**src/rtl/pipelined_datapath.sv**
```systemverilog
// pipelined_datapath
//   Five-stage (IF/ID/EX/MEM/WB) MIPS-subset datapath with an internal
//   register file, EX-stage forwarding, load-use / RAW interlocks, beq
//   resolved in EX and a memory-wait freeze. Instruction decode lives in an
//   external controller that sees instr_id and answers with ID-stage control.
// Ports
//   clk, reset          clock; synchronous active-low reset
//   pc                  IF-stage PC (instruction memory address)
//   imem_data           instruction at pc (combinational)
//   instr_id            IF/ID instruction, to the controller
//   Mem2reg..Sgnzero    ID-stage control bits from the controller
//   ALUOP               000 AND, 001 OR, 010 ADD, 110 SUB, 111 SLT; others -> 0
//   dmem_addr/wdata     EX/MEM ALU result / store data
//   dmem_we/dmem_re     store / load in MEM stage
//   dmem_rdata          load data
//   dmem_ready          memory handshake
//   stall               load-use, RAW or memory freeze active this cycle
module pipelined_datapath #(
  parameter int                DATA_W     = 32,
  parameter int                REG_AW     = 5,
  parameter logic [DATA_W-1:0] PC_RESET   = '0,
  parameter int                FORWARDING = 1
) (
  input  logic              clk,
  input  logic              reset,
  output logic [DATA_W-1:0] pc,
  input  logic [31:0]       imem_data,
  output logic [31:0]       instr_id,
  input  logic              Mem2reg,
  input  logic              Memwrite,
  input  logic              Branch,
  input  logic              ALUSrc,
  input  logic              Regdst,
  input  logic              Regwrite,
  input  logic              Sgnzero,
  input  logic [2:0]        ALUOP,
  output logic [DATA_W-1:0] dmem_addr,
  output logic [DATA_W-1:0] dmem_wdata,
  output logic              dmem_we,
  output logic              dmem_re,
  input  logic [DATA_W-1:0] dmem_rdata,
  input  logic              dmem_ready,
  output logic              stall
);
  localparam int NREG = 2 ** REG_AW;

  logic [DATA_W-1:0] rf [NREG];

  // IF/ID
  logic              ifid_valid;
  logic [31:0]       ifid_instr;
  logic [DATA_W-1:0] ifid_pc4;
  // ID/EX
  logic              idex_valid, idex_mem2reg, idex_memwrite, idex_branch;
  logic              idex_alusrc, idex_regwrite;
  logic [2:0]        idex_aluop;
  logic [REG_AW-1:0] idex_rs, idex_rt, idex_dst;
  logic [DATA_W-1:0] idex_a, idex_b, idex_imm, idex_pc4;
  // EX/MEM
  logic              exmem_valid, exmem_mem2reg, exmem_memwrite, exmem_regwrite;
  logic [REG_AW-1:0] exmem_dst;
  logic [DATA_W-1:0] exmem_alu, exmem_wdata;
  // MEM/WB
  logic              memwb_valid, memwb_mem2reg, memwb_regwrite;
  logic [REG_AW-1:0] memwb_dst;
  logic [DATA_W-1:0] memwb_alu, memwb_rdata;

  // ---------------- ID ----------------
  logic [REG_AW-1:0] id_rs, id_rt, id_rd;
  logic [DATA_W-1:0] id_imm, id_a, id_b, wb_data;
  logic              wb_we;

  assign instr_id = ifid_instr;
  assign id_rs    = ifid_instr[21 +: REG_AW];
  assign id_rt    = ifid_instr[16 +: REG_AW];
  assign id_rd    = ifid_instr[11 +: REG_AW];
  assign id_imm   = Sgnzero ? {{(DATA_W-16){ifid_instr[15]}}, ifid_instr[15:0]}
                            : {{(DATA_W-16){1'b0}}, ifid_instr[15:0]};

  assign wb_we   = memwb_valid & memwb_regwrite & (memwb_dst != '0);
  assign wb_data = memwb_mem2reg ? memwb_rdata : memwb_alu;

  // Register read with same-cycle write-back bypass; r0 always reads 0.
  assign id_a = (id_rs == '0) ? '0 : (wb_we && memwb_dst == id_rs) ? wb_data : rf[id_rs];
  assign id_b = (id_rt == '0) ? '0 : (wb_we && memwb_dst == id_rt) ? wb_data : rf[id_rt];

  // ---------------- EX ----------------
  logic [DATA_W-1:0] ex_a, ex_b, alu_b, alu_y, br_target;
  logic              exmem_fwd_ok, br_taken;

  // Loads in EX/MEM have no data yet; the load-use interlock covers them.
  assign exmem_fwd_ok = exmem_valid & exmem_regwrite & ~exmem_mem2reg & (exmem_dst != '0);

  always_comb begin
    ex_a = idex_a;
    ex_b = idex_b;
    if (FORWARDING != 0) begin
      if (exmem_fwd_ok && exmem_dst == idex_rs)   ex_a = exmem_alu;
      else if (wb_we && memwb_dst == idex_rs)     ex_a = wb_data;
      if (exmem_fwd_ok && exmem_dst == idex_rt)   ex_b = exmem_alu;
      else if (wb_we && memwb_dst == idex_rt)     ex_b = wb_data;
    end
  end

  assign alu_b = idex_alusrc ? idex_imm : ex_b;

  always_comb begin
    case (idex_aluop)
      3'b000:  alu_y = ex_a & alu_b;
      3'b001:  alu_y = ex_a | alu_b;
      3'b010:  alu_y = ex_a + alu_b;
      3'b110:  alu_y = ex_a - alu_b;
      3'b111:  alu_y = {{(DATA_W-1){1'b0}}, ($signed(ex_a) < $signed(alu_b))};
      default: alu_y = '0;
    endcase
  end

  assign br_taken  = idex_valid & idex_branch & (ex_a == ex_b);
  assign br_target = idex_pc4 + (idex_imm << 2);

  // ---------------- hazards ----------------
  // Memory handshake: while MEM holds a load or store, the access completes
  // in the cycle dmem_ready=1; until then dmem_* stay stable and everything
  // up to EX/MEM freezes. dmem_ready is don't-care when no access is pending.
  logic mem_wait, hit_idex, hit_exmem, raw, hazard, id_ok;

  assign mem_wait  = exmem_valid & (exmem_mem2reg | exmem_memwrite) & ~dmem_ready;
  assign hit_idex  = idex_valid & idex_regwrite & (idex_dst != '0) &
                     ((idex_dst == id_rs) | (idex_dst == id_rt));
  assign hit_exmem = exmem_valid & exmem_regwrite & (exmem_dst != '0) &
                     ((exmem_dst == id_rs) | (exmem_dst == id_rt));
  assign raw       = ifid_valid & ((FORWARDING != 0) ? (hit_idex & idex_mem2reg)
                                                     : (hit_idex | hit_exmem));
  // A taken branch flushes the ID instruction, so it never stalls.
  assign hazard    = raw & ~br_taken;
  assign id_ok     = ifid_valid & ~hazard & ~br_taken;
  assign stall     = mem_wait | hazard;

  assign dmem_addr  = exmem_alu;
  assign dmem_wdata = exmem_wdata;
  assign dmem_we    = exmem_valid & exmem_memwrite;
  assign dmem_re    = exmem_valid & exmem_mem2reg;

  // ---------------- register file ----------------
  always_ff @(posedge clk) begin
    if (!reset) begin
      for (int i = 0; i < NREG; i++) rf[i] <= '0;
    end else if (wb_we) begin
      rf[memwb_dst] <= wb_data;
    end
  end

  // ---------------- pipeline registers ----------------
  always_ff @(posedge clk) begin
    if (!reset) begin
      pc             <= PC_RESET;
      ifid_valid     <= 1'b0;
      ifid_instr     <= '0;
      ifid_pc4       <= '0;
      idex_valid     <= 1'b0;
      idex_mem2reg   <= 1'b0;
      idex_memwrite  <= 1'b0;
      idex_branch    <= 1'b0;
      idex_alusrc    <= 1'b0;
      idex_regwrite  <= 1'b0;
      idex_aluop     <= '0;
      idex_rs        <= '0;
      idex_rt        <= '0;
      idex_dst       <= '0;
      idex_a         <= '0;
      idex_b         <= '0;
      idex_imm       <= '0;
      idex_pc4       <= '0;
      exmem_valid    <= 1'b0;
      exmem_mem2reg  <= 1'b0;
      exmem_memwrite <= 1'b0;
      exmem_regwrite <= 1'b0;
      exmem_dst      <= '0;
      exmem_alu      <= '0;
      exmem_wdata    <= '0;
      memwb_valid    <= 1'b0;
      memwb_mem2reg  <= 1'b0;
      memwb_regwrite <= 1'b0;
      memwb_dst      <= '0;
      memwb_alu      <= '0;
      memwb_rdata    <= '0;
    end else if (mem_wait) begin
      // The frozen EX instruction may lose its MEM/WB bypass source once that
      // instruction retires, so capture the currently forwarded operands.
      idex_a         <= ex_a;
      idex_b         <= ex_b;
      memwb_valid    <= 1'b0;
      memwb_regwrite <= 1'b0;
      memwb_mem2reg  <= 1'b0;
    end else begin
      memwb_valid    <= exmem_valid;
      memwb_mem2reg  <= exmem_mem2reg;
      memwb_regwrite <= exmem_regwrite;
      memwb_dst      <= exmem_dst;
      memwb_alu      <= exmem_alu;
      memwb_rdata    <= dmem_rdata;

      exmem_valid    <= idex_valid;
      exmem_mem2reg  <= idex_mem2reg;
      exmem_memwrite <= idex_memwrite;
      exmem_regwrite <= idex_regwrite;
      exmem_dst      <= idex_dst;
      exmem_alu      <= alu_y;
      exmem_wdata    <= ex_b;

      // ID/EX takes the decoded instruction or a bubble (stall / flush).
      idex_valid     <= id_ok;
      idex_mem2reg   <= id_ok & Mem2reg;
      idex_memwrite  <= id_ok & Memwrite;
      idex_branch    <= id_ok & Branch;
      idex_alusrc    <= id_ok & ALUSrc;
      idex_regwrite  <= id_ok & Regwrite;
      idex_aluop     <= ALUOP;
      idex_rs        <= id_rs;
      idex_rt        <= id_rt;
      idex_dst       <= Regdst ? id_rd : id_rt;
      idex_a         <= id_a;
      idex_b         <= id_b;
      idex_imm       <= id_imm;
      idex_pc4       <= ifid_pc4;

      if (br_taken) begin
        pc         <= br_target;
        ifid_valid <= 1'b0;
        ifid_instr <= '0;
      end else if (!hazard) begin
        pc         <= pc + DATA_W'(4);
        ifid_valid <= 1'b1;
        ifid_instr <= imem_data;
        ifid_pc4   <= pc + DATA_W'(4);
      end
    end
  end

endmodule

```
**config.mk**
```make
export PLATFORM = sky130hd
export DESIGN_NAME = pipelined_datapath
export DESIGN_NICKNAME = d
export VERILOG_FILES = /design/src/rtl/pipelined_datapath.sv
export SDC_FILE = /design/constraint.sdc
export NUM_CORES = 2
export LEC_CHECK = 0
export CAP_MARGIN = 20
export CORE_MARGIN = 2
export CORE_UTILIZATION = 65
export DETAILED_ROUTE_END_ITERATION = 10
export PLACE_DENSITY = 0.83
export SYNTH_ARGS = -nofsm -noshare
export SYNTH_HDL_FRONTEND = slang
export SYNTH_SLANG_ARGS = --single-unit
```
**constraint.sdc**
```tcl
create_clock -name clk -period 9.9 [get_ports clk]
set_input_delay 1.485 -clock clk [delete_from_list [all_inputs] [get_ports clk]]
set_output_delay 1.485 -clock clk [all_outputs]
set_load 0.01 [all_outputs]
```
# After elaboration in Yosys (flattened, before gate mapping)
# Memories as Yosys holds them, arrays and structs flattened. A register that Yosys moved wholly into a read port is not among the register bits.
# Cells that the tools add are included.
[word_totals] word_cells=134 ff_bits=394 ramBits=1024 output_inout_bits=131 input_bits=77 memories=1
[memory_table] memory="rf" depth=32 word_bits=32 read_ports=2 rd_clocked_by_memory_dff=2 wr=32 line="47" rtl="logic [DATA_W-1:0] rf [NREG];"
[op_classes] bitwise_logic=35 eq_ne=14 n_addsub=4 order_cmp=1 muxes=32 reduce_logical=16
[op_table] cell="$mux 32" n=18
[op_table] cell="$pmux 32 s5" n=1
[op_table] cell="$add 32x32->32" n=2
[op_table] cell="$eq 5x5->1" n=8
[op_table] cell="$add 32x3->32 const B" n=1
[op_table] cell="$and 32x32->32" n=1
[op_table] cell="$eq 32x32->1" n=1
[op_table] cell="$lt 32x32->1" n=1
[op_table] cell="$or 32x32->32" n=1
[op_table] cell="$reduce_or 32->1" n=1
[op_table] cell="$sub 32x32->32" n=1
[op_table] cell="$mux 5" n=6
[op_table] cell="$and 1x1->1" n=24
[op_table] cell="$reduce_bool 5->1" n=3
[op_table] cell="$logic_not 5->1" n=2
[op_table] cell="$mux 1" n=7
[op_table] cell="$eq 3x3->1 const B" n=2
[op_table] cell="$logic_and 1x1->1" n=6
[op_table] cell="$not 1->1" n=6
[op_table] cell="$eq 3x1->1 const B" n=1
[op_table] cell="$eq 3x2->1 const B" n=1
[op_table] cell="$logic_not 3->1" n=1
[op_table] cell="$or 1x1->1" n=3
[op_table] cell="$reduce_and 3->1" n=1
[op_table] cell="3 further kinds" n=3

# Logic depth before layout (Yosys ltp)
[depth] ltp_word=13 depth_mapped=25 ltp_nobuf=21

# Worst setup path after synthesis
# OpenSTA, ideal clock, no wires.
[synth_timing] path_type="register -> register" from="register exmem_dst[4]" to="register exmem_alu[26], in the netlist dmem_addr[26]" setup_ns=0.132 t_arrival_ns=5.445 synth_period_minus_slack_ns=5.577 slack_ns=4.323 required_ns=9.768 stages_incl_launch_ff=23 path_buffers=5 path_cell_list="dfxtp_1 -> nor3_1 -> a211oi_2 -> and3_1 -> clkbuf_1 -> buf_2 -> buf_2 -> clkbuf_1 -> clkbuf_1 -> o21ai_0 -> o21a_1 -> ha_1 -> or4_1 -> nor4_1 -> nand2_1 -> or4_1 -> nand3_1 -> a211oi_1 -> o311ai_0 -> o21ai_0 -> xnor2_1 -> a221oi_1 -> nor3_1"
[synth_between] elab_chain_cells=7 elab_cells_between_ends=14 cone_classes="2 x add/sub; 2 x eq/ne; 4 x mux; 3 x bitwise; 3 x reduce/logical"
[synth_rtl] item="start, declared" line="61" rtl="logic [REG_AW-1:0] exmem_dst;"
[synth_rtl] item="start signal, assigned" line="207" rtl="exmem_dst <= idex_dst;"
[synth_rtl] item="$reduce_bool 5->1"
[synth_rtl] item="$and 1x1->1" line="92" rtl="assign exmem_fwd_ok = exmem_valid & exmem_regwrite & ~exmem_mem2reg & (exmem_dst != '0);"
[synth_rtl] item="$logic_and 1x1->1" line="100" rtl="if (exmem_fwd_ok && exmem_dst == idex_rt) ex_b = exmem_alu;"
[synth_rtl] item="$mux 32" line="100"
[synth_rtl] item="$mux 32" line="105" rtl="assign alu_b = idex_alusrc ? idex_imm : ex_b;"
[synth_rtl] item="$sub 32x32->32, or another cell as far along" line="112" rtl="3'b110: alu_y = ex_a - alu_b;"
[synth_rtl] item="$pmux 32 s5 (*)" line="108" rtl="case (idex_aluop)"
[synth_rtl] item="end signal, assigned" line="208" rtl="exmem_alu <= alu_y;"
[synth_rtl] item="end, declared" line="62" rtl="logic [DATA_W-1:0] exmem_alu, exmem_wdata;"
# Every way passes the cells marked *; elsewhere a longest branch is shown, timed or not.
# A chain may end at the register's enable or synchronous reset.

# Worst setup path in the final report
[layout_timing] from="register memwb_dst[3]" to="output port stall"
[layout_between] elab_chain_cells=10 elab_cells_between_ends=15 cone_classes="3 x eq/ne; 4 x mux; 5 x bitwise; 3 x reduce/logical"
[layout_rtl] item="start, declared" line="65" rtl="logic [REG_AW-1:0] memwb_dst;"
[layout_rtl] item="start signal, assigned" line="199" rtl="memwb_dst <= exmem_dst;"
[layout_rtl] item="$reduce_bool 5->1" line="80" rtl="assign wb_we = memwb_valid & memwb_regwrite & (memwb_dst != '0);"
[layout_rtl] item="$and 1x1->1" line="80"
[layout_rtl] item="$logic_and 1x1->1, on equally long branches" line="99, 101"
[layout_rtl] item="$mux 32, on equally long branches" line="99, 101"
[layout_rtl] item="$mux 32, on equally long branches" line="98, 100"
[layout_rtl] item="$eq 32x32->1 (*)" line="118" rtl="assign br_taken = idex_valid & idex_branch & (ex_a == ex_b);"
[layout_rtl] item="$and 1x1->1 (*)" line="118"
[layout_rtl] item="$not 1->1 (no line) (*)"
[layout_rtl] item="$and 1x1->1 (*)" line="135" rtl="assign hazard = raw & ~br_taken;"
[layout_rtl] item="$or 1x1->1 (*)" line="137" rtl="assign stall = mem_wait | hazard;"
[layout_rtl] item="end, declared" line="43" rtl="output logic stall"
# Marks and branches as above.

==> results by group <==
Route
  • Wirelength, routed: 295 mm
  • TritonRoute pass-1 iters: 7
  • Post-DR vias/cell: 7.82
  • DRC marker count from the first detailed-route iteration: 12607
  • DRC viols: 0
  • Via count: 62852
  • Antenna-violating nets left: 0
  • Drt wl/cell: 36.8 µm

Min path
  • Min-delay src: idex_pc4[11]
  • Hold WC Path Type: reg -> reg
  • Endpoint, Worst Hold: idex_pc4[11]
  • Hold Path Depth: 2

Logic synthesis
  • Synthesized flop and latch total: 1413
  • Post-synth EDFFs: 1024
  • Syn_area_per_cell: 11.8 µm²
  • Asr flop ratio synth: 0%
  • Synth Warn #: 0
  • Cells after Synth: 6423
  • Ys flop type: edfxtp_1
  • Netlist cell types: 81
  • Cell Area, Synth: 75500 µm²
  • Sequential share of the synthesized area: 51.1%

Setup path
  • R2R Setup Slk: 2.58 ns
  • Worst reg2reg path depth: 19
  • Crit-path slowest cell: nor4_4
  • Data required, critical path: 8.42 ns
  • Cell Chain, Critical Path: xor2_1 -> nor4_4 -> nand2_1 -> a21oi_1 -> o21a_1 -> xnor2_1 -> nor4_1 -> nand4_1 -> nor4_4 -> a21o_2 -> inv_2 -> clkdlybuf4s50_1
  • Reg2reg end: dmem_addr[26]
  • Critical path's most frequent cell: nor4_4
  • Element type at the critical path end: output port
  • CP Launch Type: flop
  • Crit path DAT: 7.39 ns
  • WS Path Type: reg -> out
  • Cell family with most CP delay: simple AND/OR/NAND/NOR gates
  • Slowest cell delay on critical path: 1.05 ns
  • Bufs and invs on worst path: 2
  • R2r startpoint: memwb_dst[3]
  • Max FO, Critical Path: 47

Timing
  • Setup TNS: 0 ns
  • Relative slew margins: 16.7%
  • Worst slew pin tran: 1.25 ns
  • RSZ-0062 raised after global routing: no
  • Max-slew violation count: 0
  • Min cycle time layout: 8.88 ns
  • Final setup vio count: 0
  • Hold Violations, Final: 0
  • Final period util: 89.7%
  • Max Clk Rate: 113 MHz
  • Worst Skew: 0.0317 ns

Finish
  • Non-Filler Instances: 8037
  • Register area: 38600 µm²
  • Max reg flops: 1024
  • Fillers: 7165
  • Share of cells above drive strength 1: 18.4%
  • Multi-input gate area: 34800 µm²
  • P&R area growth vs syn: 11.6%
  • Reg with most FFs: rf
  • Nets: 6594

Floorplan
  • I/O pin count: 208
  • Chip height: 345 µm
  • Core Footprint: 116000 µm²
  • Starting density of the core: 65.2%
  • Die width: 345 µm
  • FP Rows: 125
  • Die area: 119000 µm²

GRT
  • Total GRT Usage: 49.3%
  • Number of global-route vias before repair: 60114
  • Total global routing overflow: 0
  • Gr busiest metal: met2
  • Largest net degree at the start of global routing: 134
  • Grt met3 use: 23.9%
  • GRT met1 Usage: 58.7%
  • Routing usage on met2: 70.4%
  • First-pass GRT wire length: 416 mm
  • Initial antenna violation count: 17

Place
  • RD Place Congestion: 0.969
  • Post-DP HPWL: 166 mm
  • Port Buf Inserts: 207
  • Placed insts: 7739

Clock tree
  • Post-CTS Resized: 0
  • CTS Hold Bufs: 0
  • CTS tree: yes
  • Clk buf depth: 3
  • Setup bufs post-CTS: 0
  • CTS Root Cell: clkbuf_16
  • H-tree levels: 4
  • Worst skew pair latency: 0.81 ns
  • Clock-pin transition on the worst setup and hold timing paths: 0.06 ns
  • Cts bufs inserted: 146
  • Sink Count: 1413

Pwr
  • Worst vdd ir: 0.000202 V
  • Leakage Power: 28.8 nW
  • Power Dens Cells: 173 nW/µm²

Run
  • Max-cap violations: 0

Status
  • Outcome: finished clean
[metrics by stage]
step | util (%) | cell area [µm²] | setup slack (ns) | hold slack [ns] | total power, mW
after floorplan | - | 75600 | 4.32 | 0.431 | 8.05
after global placement | 68.3 | 79000 | 2.13 | 0.438 | 8.76
after detailed placement | 68.3 | 79000 | 2.02 | 0.448 | 8.81
after CTS | 72.4 | 83800 | 1.18 | 0.456 | 14.4
after global routing | 72.7 | 84200 | 0.705 | 0.475 | 14.8
final | 72.8 | 84200 | 1.02 | 0.455 | 14.6
[layer usage]
layer / routed length [µm] / vias to the layer above / share of wire [%]
li1: - / 23590 / -
met1: 89000 / 29693 / 30
met2: 125000 / 7348 / 42
met3: 53500 / 2199 / 18
met4: 27700 / 22 / 9.4
met5: 171 / - / 0.058
[worst max-delay path by stage]
stage	endpoint	cells after the start	slack, ns	start
3_3_place_gp	stall	12	2.13	memwb_dst[3]
5_1_grt	stall	12	0.70	memwb_dst[3]
3_5_place_dp	stall	12	2.02	memwb_dst[3]
6_report	stall	12	1.02	memwb_dst[3]
4_1_cts	stall	12	1.18	memwb_dst[3]
2_1_floorplan	dmem_addr[26]	22	4.32	exmem_dst[4]
[power breakdown]
| group | internal (mW) | switching (mW) |
|---|---|---|
| registers | 6.56 | 0.244 |
| clock network | 3.15 | 2.56 |
| logic | 0.828 | 1.26 |
| total | 10.5 | 4.06 |
[cell usage after synthesis, drive strengths merged (9+ instances only)]
library cell / n / area [µm²]
a211oi: 54 / 415
a21o: 32 / 241
a21oi: 413 / 2070
a221o: 10 / 100
a22oi: 59 / 443
a31oi: 21 / 131
a32oi: 38 / 333
and2: 16 / 100
and3: 32 / 200
buf: 125 / 596
clkbuf: 477 / 1790
dfxtp: 389 / 7790
edfxtp: 1024 / 30700
ha: 131 / 1640
inv: 113 / 424
mux2: 48 / 541
mux2i: 86 / 861
mux4: 640 / 14400
nand2: 565 / 2120
nand2b: 21 / 131
nand3: 47 / 235
nand4: 12 / 75.1
nand4b: 9 / 78.8
nor2: 1385 / 5200
nor2b: 9 / 56.3
nor3: 121 / 636
nor4: 22 / 168
o211ai: 21 / 158
o21a: 44 / 330
o21ai: 131 / 697
o21bai: 18 / 135
o221ai: 11 / 96.3
o22ai: 20 / 125
o31ai: 14 / 105
or2: 12 / 75.1
or3: 11 / 68.8
xnor2: 91 / 797
xor2: 58 / 508
[cell type report]
| cell class | instances | share of cell area (%) |
|---|---|---|
| Timing Repair Buffer | 383 | 4.37 |
| Clock inverter | 83 | 1.10 |
| Antenna cell | 13 | 0.0386 |
| Inverter | 113 | 0.513 |
| Tap cell | 1524 | 2.26 |
| Multi-Input combinational cell | 4326 | 41.3 |
| Clock buffer | 182 | 4.56 |
| Sequential cell | 1413 | 45.8 |
[worst min-delay path: stages, from the launching register on]
cell     delay, ns
dfxtp_1       0.31
nand2_1       0.05
a21oi_1       0.05
[cell families (layout without fill, tap and decap cells)]
| logic type | after synthesis | in the layout | synth area share, % |
|---|---|---|---|
| adders and majority gates | 134 | 134 | 2.25 |
| DFF | 1413 | 1413 | 51.1 |
| muxes | 774 | 774 | 21.0 |
| and+or+nand+nor | 2286 | 2286 | 12.4 |
| buffers and inverters | 715 | 761 | 3.72 |
| other | 1 | 45 | 0.00497 |
| xor gates and xnor gates | 149 | 149 | 1.73 |
| AOI/OAI and AO/OA | 951 | 951 | 7.91 |
[layout by cell type, fill, tap and decap left out, types with 30 or more instances in the layout]
cell type,instances
dfxtp_1,378
nand2_1,533
edfxtp_1,1024
mux2i_1,54
buf_4,155
a211oi_1,52
a21oi_1,412
and3_1,30
nor3_1,115
conb_1,32
clkbuf_16,146
xnor2_1,91
nand3_1,47
nor2_1,1384
clkbuf_1,31
o21a_1,43
a22oi_1,59
o21ai_0,108
xor2_1,58
a21o_1,31
inv_1,111
clkdlybuf4s50_1,206
mux2i_4,32
mux4_2,640
mux2_2,48
ha_1,131
a32oi_1,38
Power figures use the tool's default switching activity.
